File: src/rtl/bit_serial_pkg.sv
// Shared definitions for the bit-serial core sequencer: word widths, default sizing and FSM states.
package bit_serial_pkg;
   localparam int unsigned OPC_W       = 3;
   localparam int unsigned WORD_W      = 4;
   localparam int unsigned DEPTH_DEF   = 16;
   localparam int unsigned TIMEOUT_DEF = 64;

   typedef enum logic [2:0] {
      StIdle,
      StIssue,
      StWait,
      StHalt,
      StFault
   } seq_state_e;
endpackage

File: src/rtl/prog_mem.sv
// Program storage: DEPTH x WORD_W flop array, combinational read, clocked write, async clear.
module prog_mem
   import bit_serial_pkg::*;
#(
   parameter int unsigned DEPTH = DEPTH_DEF,
   localparam int unsigned AW   = $clog2(DEPTH)
) (
   input  logic              clk_i,
   input  logic              rst_ni,
   input  logic              wr_en_i,
   input  logic [AW-1:0]     wr_addr_i,
   input  logic [WORD_W-1:0] wr_data_i,
   input  logic [AW-1:0]     rd_addr_i,
   output logic [WORD_W-1:0] rd_data_o
);

   logic [WORD_W-1:0] mem_q [DEPTH];

   always_ff @(posedge clk_i or negedge rst_ni) begin
      if (!rst_ni) begin
         for (int i = 0; i < int'(DEPTH); i++) begin
            mem_q[i] <= '0;
         end
      end else if (wr_en_i) begin
         mem_q[wr_addr_i] <= wr_data_i;
      end
   end

   assign rd_data_o = mem_q[rd_addr_i];

endmodule

File: src/rtl/prog_sequencer.sv
// Program sequencer: steps through program memory, issuing one opcode at a time to a bit-serial
// core and waiting for its completion pulse, with halt markers, sticky stop and a timeout fault.
module prog_sequencer
   import bit_serial_pkg::*;
#(
   parameter int unsigned DEPTH   = DEPTH_DEF,
   parameter int unsigned TIMEOUT = TIMEOUT_DEF,
   localparam int unsigned AW     = $clog2(DEPTH),
   localparam int unsigned CW     = $clog2(TIMEOUT + 1)
) (
   input  logic              i_clk,
   input  logic              i_rst,
   input  logic              i_run,
   input  logic              i_stop,
   input  logic              i_wr_en,
   input  logic [AW-1:0]     i_wr_addr,
   input  logic [WORD_W-1:0] i_wr_data,
   input  logic              i_con_pcincr,
   output logic [OPC_W-1:0]  o_data_instruction,
   output logic              o_start,
   output logic [AW-1:0]     o_pc,
   output logic              o_busy,
   output logic              o_halted,
   output logic              o_fault
);

   logic [1:0]        rst_sync_q;
   logic              rst_n;
   seq_state_e        state_q, state_d;
   logic [AW-1:0]     pc_q, pc_d;
   logic [CW-1:0]     cnt_q, cnt_d;
   logic              stop_q, stop_d;
   logic              wr_ok;
   logic              timeout_hit;
   logic [WORD_W-1:0] mem_word;

   // Assert immediately, release two edges after i_rst rises.
   always_ff @(posedge i_clk or negedge i_rst) begin
      if (!i_rst) begin
         rst_sync_q <= '0;
      end else begin
         rst_sync_q <= {rst_sync_q[0], 1'b1};
      end
   end

   assign rst_n = rst_sync_q[1];

   prog_mem #(
      .DEPTH(DEPTH)
   ) u_prog_mem (
      .clk_i     (i_clk),
      .rst_ni    (rst_n),
      .wr_en_i   (i_wr_en & wr_ok),
      .wr_addr_i (i_wr_addr),
      .wr_data_i (i_wr_data),
      .rd_addr_i (pc_q),
      .rd_data_o (mem_word)
   );

   always_ff @(posedge i_clk or negedge rst_n) begin
      if (!rst_n) begin
         state_q <= StIdle;
         pc_q    <= '0;
         cnt_q   <= '0;
         stop_q  <= 1'b0;
      end else begin
         state_q <= state_d;
         pc_q    <= pc_d;
         cnt_q   <= cnt_d;
         stop_q  <= stop_d;
      end
   end

   // The counter value after this cycle would be TIMEOUT-1: last legal cycle for a completion.
   assign timeout_hit = (cnt_q == CW'(TIMEOUT - 2));

   always_comb begin
      state_d = state_q;
      pc_d    = pc_q;
      cnt_d   = '0;
      stop_d  = stop_q;
      o_start = 1'b0;
      wr_ok   = 1'b0;
      unique case (state_q)
         StIdle, StHalt, StFault: begin
            wr_ok = 1'b1;
            if (i_run) begin
               pc_d    = '0;
               state_d = StIssue;
            end
         end
         StIssue: begin
            if (i_stop) stop_d = 1'b1;
            if (mem_word[WORD_W-1]) begin
               state_d = StHalt;
               stop_d  = 1'b0;
            end else begin
               o_start = 1'b1;
               state_d = StWait;
            end
         end
         StWait: begin
            if (i_stop) stop_d = 1'b1;
            if (i_con_pcincr) begin
               pc_d = (pc_q == AW'(DEPTH - 1)) ? '0 : pc_q + 1'b1;
               if (stop_q || i_stop) begin
                  state_d = StIdle;
                  stop_d  = 1'b0;
               end else begin
                  state_d = StIssue;
               end
            end else if (timeout_hit) begin
               state_d = StFault;
               stop_d  = 1'b0;
            end else begin
               cnt_d = cnt_q + 1'b1;
            end
         end
         default: state_d = StIdle;
      endcase
   end

   assign o_busy             = (state_q == StIssue) || (state_q == StWait);
   assign o_halted           = (state_q == StHalt);
   assign o_fault            = (state_q == StFault);
   assign o_pc               = pc_q;
   assign o_data_instruction = o_busy ? mem_word[OPC_W-1:0] : '0;

endmodule

File: config.mk
export PLATFORM = sky130hd
export DESIGN_NAME = prog_sequencer
export DESIGN_NICKNAME = d
export VERILOG_FILES = /design/src/rtl/bit_serial_pkg.sv /design/src/rtl/prog_mem.sv /design/src/rtl/prog_sequencer.sv
export SDC_FILE = /design/constraint.sdc
export NUM_CORES = 1
export LEC_CHECK = 0
export ABC_CLOCK_PERIOD_IN_PS = 3400
export BUFFER_PORTS_ARGS = -buffer_cell sky130_fd_sc_hd__buf_2
export CAP_MARGIN = 40
export CORE_ASPECT_RATIO = 0.75
export CORE_MARGIN = 1
export CORE_UTILIZATION = 55
export CTS_CLUSTER_SIZE = 8
export DETAILED_ROUTE_END_ITERATION = 6
export PLACE_DENSITY = 0.73
export REMOVE_ABC_BUFFERS = 1
export SYNTH_ARGS = -nofsm -noshare
export SYNTH_HDL_FRONTEND = slang
export SYNTH_SLANG_ARGS = --single-unit
File: constraint.sdc
create_clock -name i_clk -period 3.4 [get_ports i_clk]
set_clock_uncertainty 0.05 [all_clocks]
set_input_delay 0.34 -clock i_clk [delete_from_list [all_inputs] [get_ports i_clk]]
set_output_delay 0.34 -clock i_clk [all_outputs]
set_load 0.005 [all_outputs]
### Word level (Yosys, flattened, before mapping)

Cells that the tools add are included.

* bits in registers: 81
* output and inout port bits: 11
* logic and storage cells: 76

* reductions and logical operators: 9
* multiplexer cells: 29
* $add $sub $neg: 2
* equality and inequality tests: 9
* bitwise logic cells: 3
* magnitude comparators: 3

Operators with widths (count)
* bitwise mux 64 bit: 1
* 2-to-1 mux 4 bit: 6
* 2-to-1 mux 7 bit: 3
* binary-select mux 4 bit (select 4 bit): 1
* demux 4 bit (select 4 bit): 1
* 2-to-1 mux 3 bit: 4
* greater-or-equal comparator 5 bit, second input constant: 2
* 2-to-1 mux 1 bit: 10
* inverter 4 -> 5 bit: 2
* case mux 3 bit (3 select lines): 1
* case mux 4 bit (2 select lines): 1
* adder 7 x 1 -> 7 bit, second input constant: 1
* equality test 7 x 6 -> 1 bit, second input constant: 1
* equality test 3 x 2 -> 1 bit, second input constant: 2
* < comparator 5 x 1 -> 1 bit, second input constant: 1
* adder 4 x 1 -> 4 bit, second input constant: 1
* equality test 4 bit, second input constant: 1
* inequality test 2 bit, second input constant: 2
* nonzero test 2 bit: 2
* equality test 3 x 1 -> 1 bit, second input constant: 1
* equality test 3 bit, second input constant: 1
* zero test 3 bit: 1
* inequality test 3 bit, second input constant: 1
* AND reduction 3 bit: 1
* 6 further kinds: 7

### Depth between registers and ports, before layout

* depth in word-level cells: 6
* mapped depth: 6
* depth with buffers taken out: 5

### Cells and area by module

Synthesis repeated with hierarchy kept, for this count alone.

* cells, all modules: 286
* area total of the unflattened synthesis: 3951.3 µm²

By module, submodules not included
* prog_mem: instances 1, cells an instance 196, area each 3019.1 µm²
* prog_sequencer: instances 1, cells an instance 90, area each 932.1 µm²

### Least setup slack after synthesis

Ideal clock, no wire load.

* kind: reg2out
* start: register pc_q[0] (netlist: o_pc[0])
* end: output o_data_instruction[1]
* slack: 1.375 ns
* buffers on the path: 2
* arrival: 1.635 ns
* cell stages (with the launch flop): 6
* cell sequence: dfrtp_1 buf_2 buf_2 mux4_2 o22ai_1 nor3_1

* word-level cells in the longest chain between the ends: 5

Ends and longest elaborated chain
* start: declaration: line prog_sequencer.sv:30 `logic [AW-1:0] pc_q, pc_d;`
* start signal: assignment: line prog_sequencer.sv:68 `pc_q <= pc_d;`
* inverter 4 -> 5 bit (not written as such): line prog_mem.sv:29 `assign rd_data_o = mem_q[rd_addr_i];`
* binary-select mux 4 bit (select 4 bit): line prog_mem.sv:29
* 2-to-1 mux 4 bit (not written as such) (2 in a row): line prog_mem.sv:29
* 2-to-1 mux 3 bit: line prog_sequencer.sv:127 `assign o_data_instruction = o_busy ? mem_word[OPC_W-1:0] : '0;`
* end: declaration: line prog_sequencer.sv:19 `output logic [OPC_W-1:0] o_data_instruction,`

Every way passes these cells. The select of a mux whose other input is x is not followed.

### Final worst setup path

* start: register pc_q[0] (netlist: o_pc[0])
* end: output o_start

* word-level cells in the longest chain between the ends: 6

Ends and longest elaborated chain
* inverter 4 -> 5 bit (not written as such): line prog_mem.sv:29
* binary-select mux 4 bit (select 4 bit): line prog_mem.sv:29
* 2-to-1 mux 4 bit (not written as such) (2 in a row): line prog_mem.sv:29
* 2-to-1 mux 1 bit: line prog_sequencer.sv:94 `if (mem_word[WORD_W-1]) begin`
* 2-to-1 mux 1 bit: line prog_sequencer.sv:84 `unique case (state_q)`
* end: declaration: line prog_sequencer.sv:20 `output logic o_start,`

Every way passes these cells. The select of a mux whose other input is x is not followed.

==> results summary <==
On the worst path, the slowest cell contributes a delay of between 0.4 and 0.5 ns. Among all flip-flop cells after synthesis, the most frequent one is dfrtp_1. The critical path goes through buf_4 > mux2_2 > o221ai_1 > o22ai_1 > nor2_1 > buf_2.

The number of vias after detailed routing came out at around 2,600. The share of power burned in registers is 48.2%. Entering global routing, the biggest net connects 61 pins. Dividing the synthesized area by the synthesized cell count gives 12.7 µm². STA classifies the critical path startpoint as a flip-flop. Data on the critical path is required at its endpoint by 3.01 ns.

The peak fanout along the critical path is 30. The combinational share of power came out at 31.7%. Across the run, the number of max-cap violations was 0.

At the end of routability-driven placement, the weighted congestion stood at about 0.83. The initial antenna violation count is 0. Synthesis produced a netlist whose cell count is 315. The maximum ir drop on the vdd rail is approximately 0.40 mV. The total count of max-transition violations in the final report came out at 0.

The critical path is of the flip-flop to output pin type. The via count of the first global-routing pass is 2,575. Counting the buffers created by CTS gives 9. 0 antenna diodes ended up in the layout.

The maximum operating frequency is 389 MHz. The first-pass GRT wire length came out at 14.1 mm. The final worst slack is 0.829 ns. The floorplan die height came out at around 76 µm. The critical path contains buffers and inverters numbering 2 combined. In this run the tool buffered the top-level ports with 24 buffer cells. The power density over the cells is 730 nW/µm². For this design the total switching power over the nets is 1.04 mW.

The number of enable flip-flop cells after synthesis is 0. Hold timing on the final database bottoms out at a slack of 0.163 ns. The number of setup buffers added after CTS came out at 0. The final-layout setup total negative slack is 0 ns.

The arrival time of data at the critical path endpoint came out at approximately 2.2 ns. The worst slack at placement is 1.12 ns. Broken down by cell family, the worst path's largest delay share belongs to buffers and inverters.

The type of the most critical hold path is flip-flop to async pin. For this run, asynchronously set or reset flops after synthesis account for 100%. The count of unresolved DRC violations after routing came out at 0. The flow ran to the end, and the final reports show no timing, DRC or antenna violations. The cell sitting at the root of the clock tree is a clkbuf_8. The area inside the core boundary came out at roughly 6900 µm². The final critical delay including setup and external delays came out at between 2 and 3 ns. The number of H-tree branching levels came out at 3. The leading cell type in the layout, fill and taps excluded is dfrtp_1. Setup repair after global routing left no endpoint under its margin. For this design, the slowest cell found on the critical path is buf_4.

The ratio of final minimum period to clock period came out at 75.6%. The worst setup path is captured at an output pin. At the later pin of the worst-skew pair, clock insertion delay measures about 0.36 ns. The internal power came out at 2.17 mW. Once the clock tree was built, the resizer swapped 0 gates to a different size.

The effective utilization at floorplan is 57.7%. The normalized max-slew margin came out at 62.4%. The proportion of layout cells with a drive suffix above 1 is 37.1%. The count of boundary I/O pins is 25. After detailed placement, the design holds a cell count of around 420. The per-cell routed wire length is 19.1 µm. The TritonCTS clock tree is built. For this run, the detailed router's first-pass iteration total came to 4.

The flip-flop and latch count after synthesis is 81. The clock edge transition at the registers on the reported setup and hold paths is 0.08 ns. The count of endpoints failing hold in the final timing report is 0.

The global-route usage over all layers is 25.6%. The number of placement rows is 26. The synthesized area came out at 4000 µm². The non-filler instance count after layout came out at 440. The number of setup violations in the final report came out at 0. The number of clock sinks is 81. The x dimension of the die is 100 µm. The HPWL after detailed placement is 5.92 mm.

The aggregate routed wire length came out at 8.40 mm. The power share of the clock group is between 20% and 30%. The maximum number of buffers from clock root to sink came out at 2. The library cells used most frequently in the layout, excluding fill and tap cells, are dfrtp_1 (80), mux2_2 (68), nor2_1 (24), buf_2 (24). In the final design database the tool counted 354 nets. The routed via count divided by cell count came out at 5.94. The share of total power consumed by net switching is 32.5%. The residual overflow from global routing came out at 0.

The Yosys warning count came out at 0. The slew at the pin with the worst max-slew slack came out at roughly 0.56 ns. In this run the remaining antenna-violating nets after routing total 0.

The total power consumption of the routed design came out at ~3.2 mW. The initial detailed-routing violation count came out at 120. Counting distinct cell types in the post-synthesis netlist gives 46. The total leakage power is 1.93 nW. The area of the die came out at approximately 7600 µm². The register area share after synthesis came out at 50.7%. The layout overhead on the synthesized area came out at 10.0%.
[Yosys cell counts (all sizes together), types with 5 or more instances]
library cell	count	share of area, %
dfrtp	81	51
mux2	68	19
nor2	27	3.1
mux2i	12	3.0
nand2	12	1.1
inv	10	0.94
clkbuf	9	0.84
nor3	9	1.5
mux4	8	4.5
o221ai	8	1.8
buf	7	1.0
nand2b	6	0.94
nand3	6	0.75
a21oi	5	0.63
o21ai	5	0.63
o22ai	5	0.78
[path summary, 6_finish.rpt]
kind | endpoint | start | slack, ns | depth (start not counted)
setup / recovery | o_start | o_pc[0] | 0.83 | 6
max in group asynchronous | u_prog_mem.mem_q[44] | rst_sync_q[1] | 2.55 | 1
setup reg to reg | u_prog_mem.mem_q[29] | state_q[0] | 1.07 | 4
min in group i_clk | state_q[1] | i_run | 0.21 | 2
hold reg to reg | u_prog_mem.mem_q[22] | rst_sync_q[1] | 0.16 | 0
hold / removal | u_prog_mem.mem_q[22] | rst_sync_q[1] | 0.16 | 0
[sequential cells by signal, indices dropped and copies added, names as in the netlist]
register and flops:
stop_q 1, u_prog_mem.mem_q 64, cnt_q 7, state_q 3, o_pc 4, rst_sync_q 2
[layer usage]
metal | part of all wire [%] | track usage [%] | up-vias
met4 | 0.99 | 6.76 | 0
met2 | 43 | 37.7 | 69
met5 | 0 | 0 | -
met1 | 51 | 38.6 | 1341
li1 | - | - | 1194
met3 | 5.2 | 5.69 | 9
[through the flow]
stage	area [µm²]	utilization, %
after global routing	4400	63.5
after CTS	4400	63.5
after global placement	4180	60.3
after floorplan	3930	-
after detailed placement	4210	60.7
final	4400	63.5
[power by group through the flow]
stage	registers (mW)	clock network (mW)	logic, mW
after floorplan	1.52	0	0.726
after global placement	1.56	0	0.973
after detailed placement	1.57	0	1.01
after CTS	1.55	0.665	1.02
after global routing	1.60	0.701	1.11
final	1.55	0.647	1.02
[final cells by class]
cell class / count / area [µm²]
Timing Repair Buffer: 27 / 165
Tap cell: 98 / 123
Fill cell: 555 / 2530
Multi-Input combinational cell: 208 / 1860
Inverter: 10 / 37.5
Clock buffer: 12 / 155
Clock inverter: 4 / 27.5
Sequential cell: 81 / 2030
[logic make-up after synthesis]
group | Yosys count | synth area share (%)
flops | 81 | 50.7
xor+xnor | 6 | 1.31
buf+inv | 26 | 2.78
fa+ha+maj | 3 | 0.938
mux | 88 | 26.6
compound gates | 39 | 7.85
simple gates | 71 | 9.73
other cells | 1 | 0.0937
[repair_timing]
item | in CTS | in global routing
setup endpoints to repair | 0 | 0
hold endpoints to repair | 2 | 0
hold buffers | 1 | 0
Note: power is estimated with default switching activity, not from simulation.
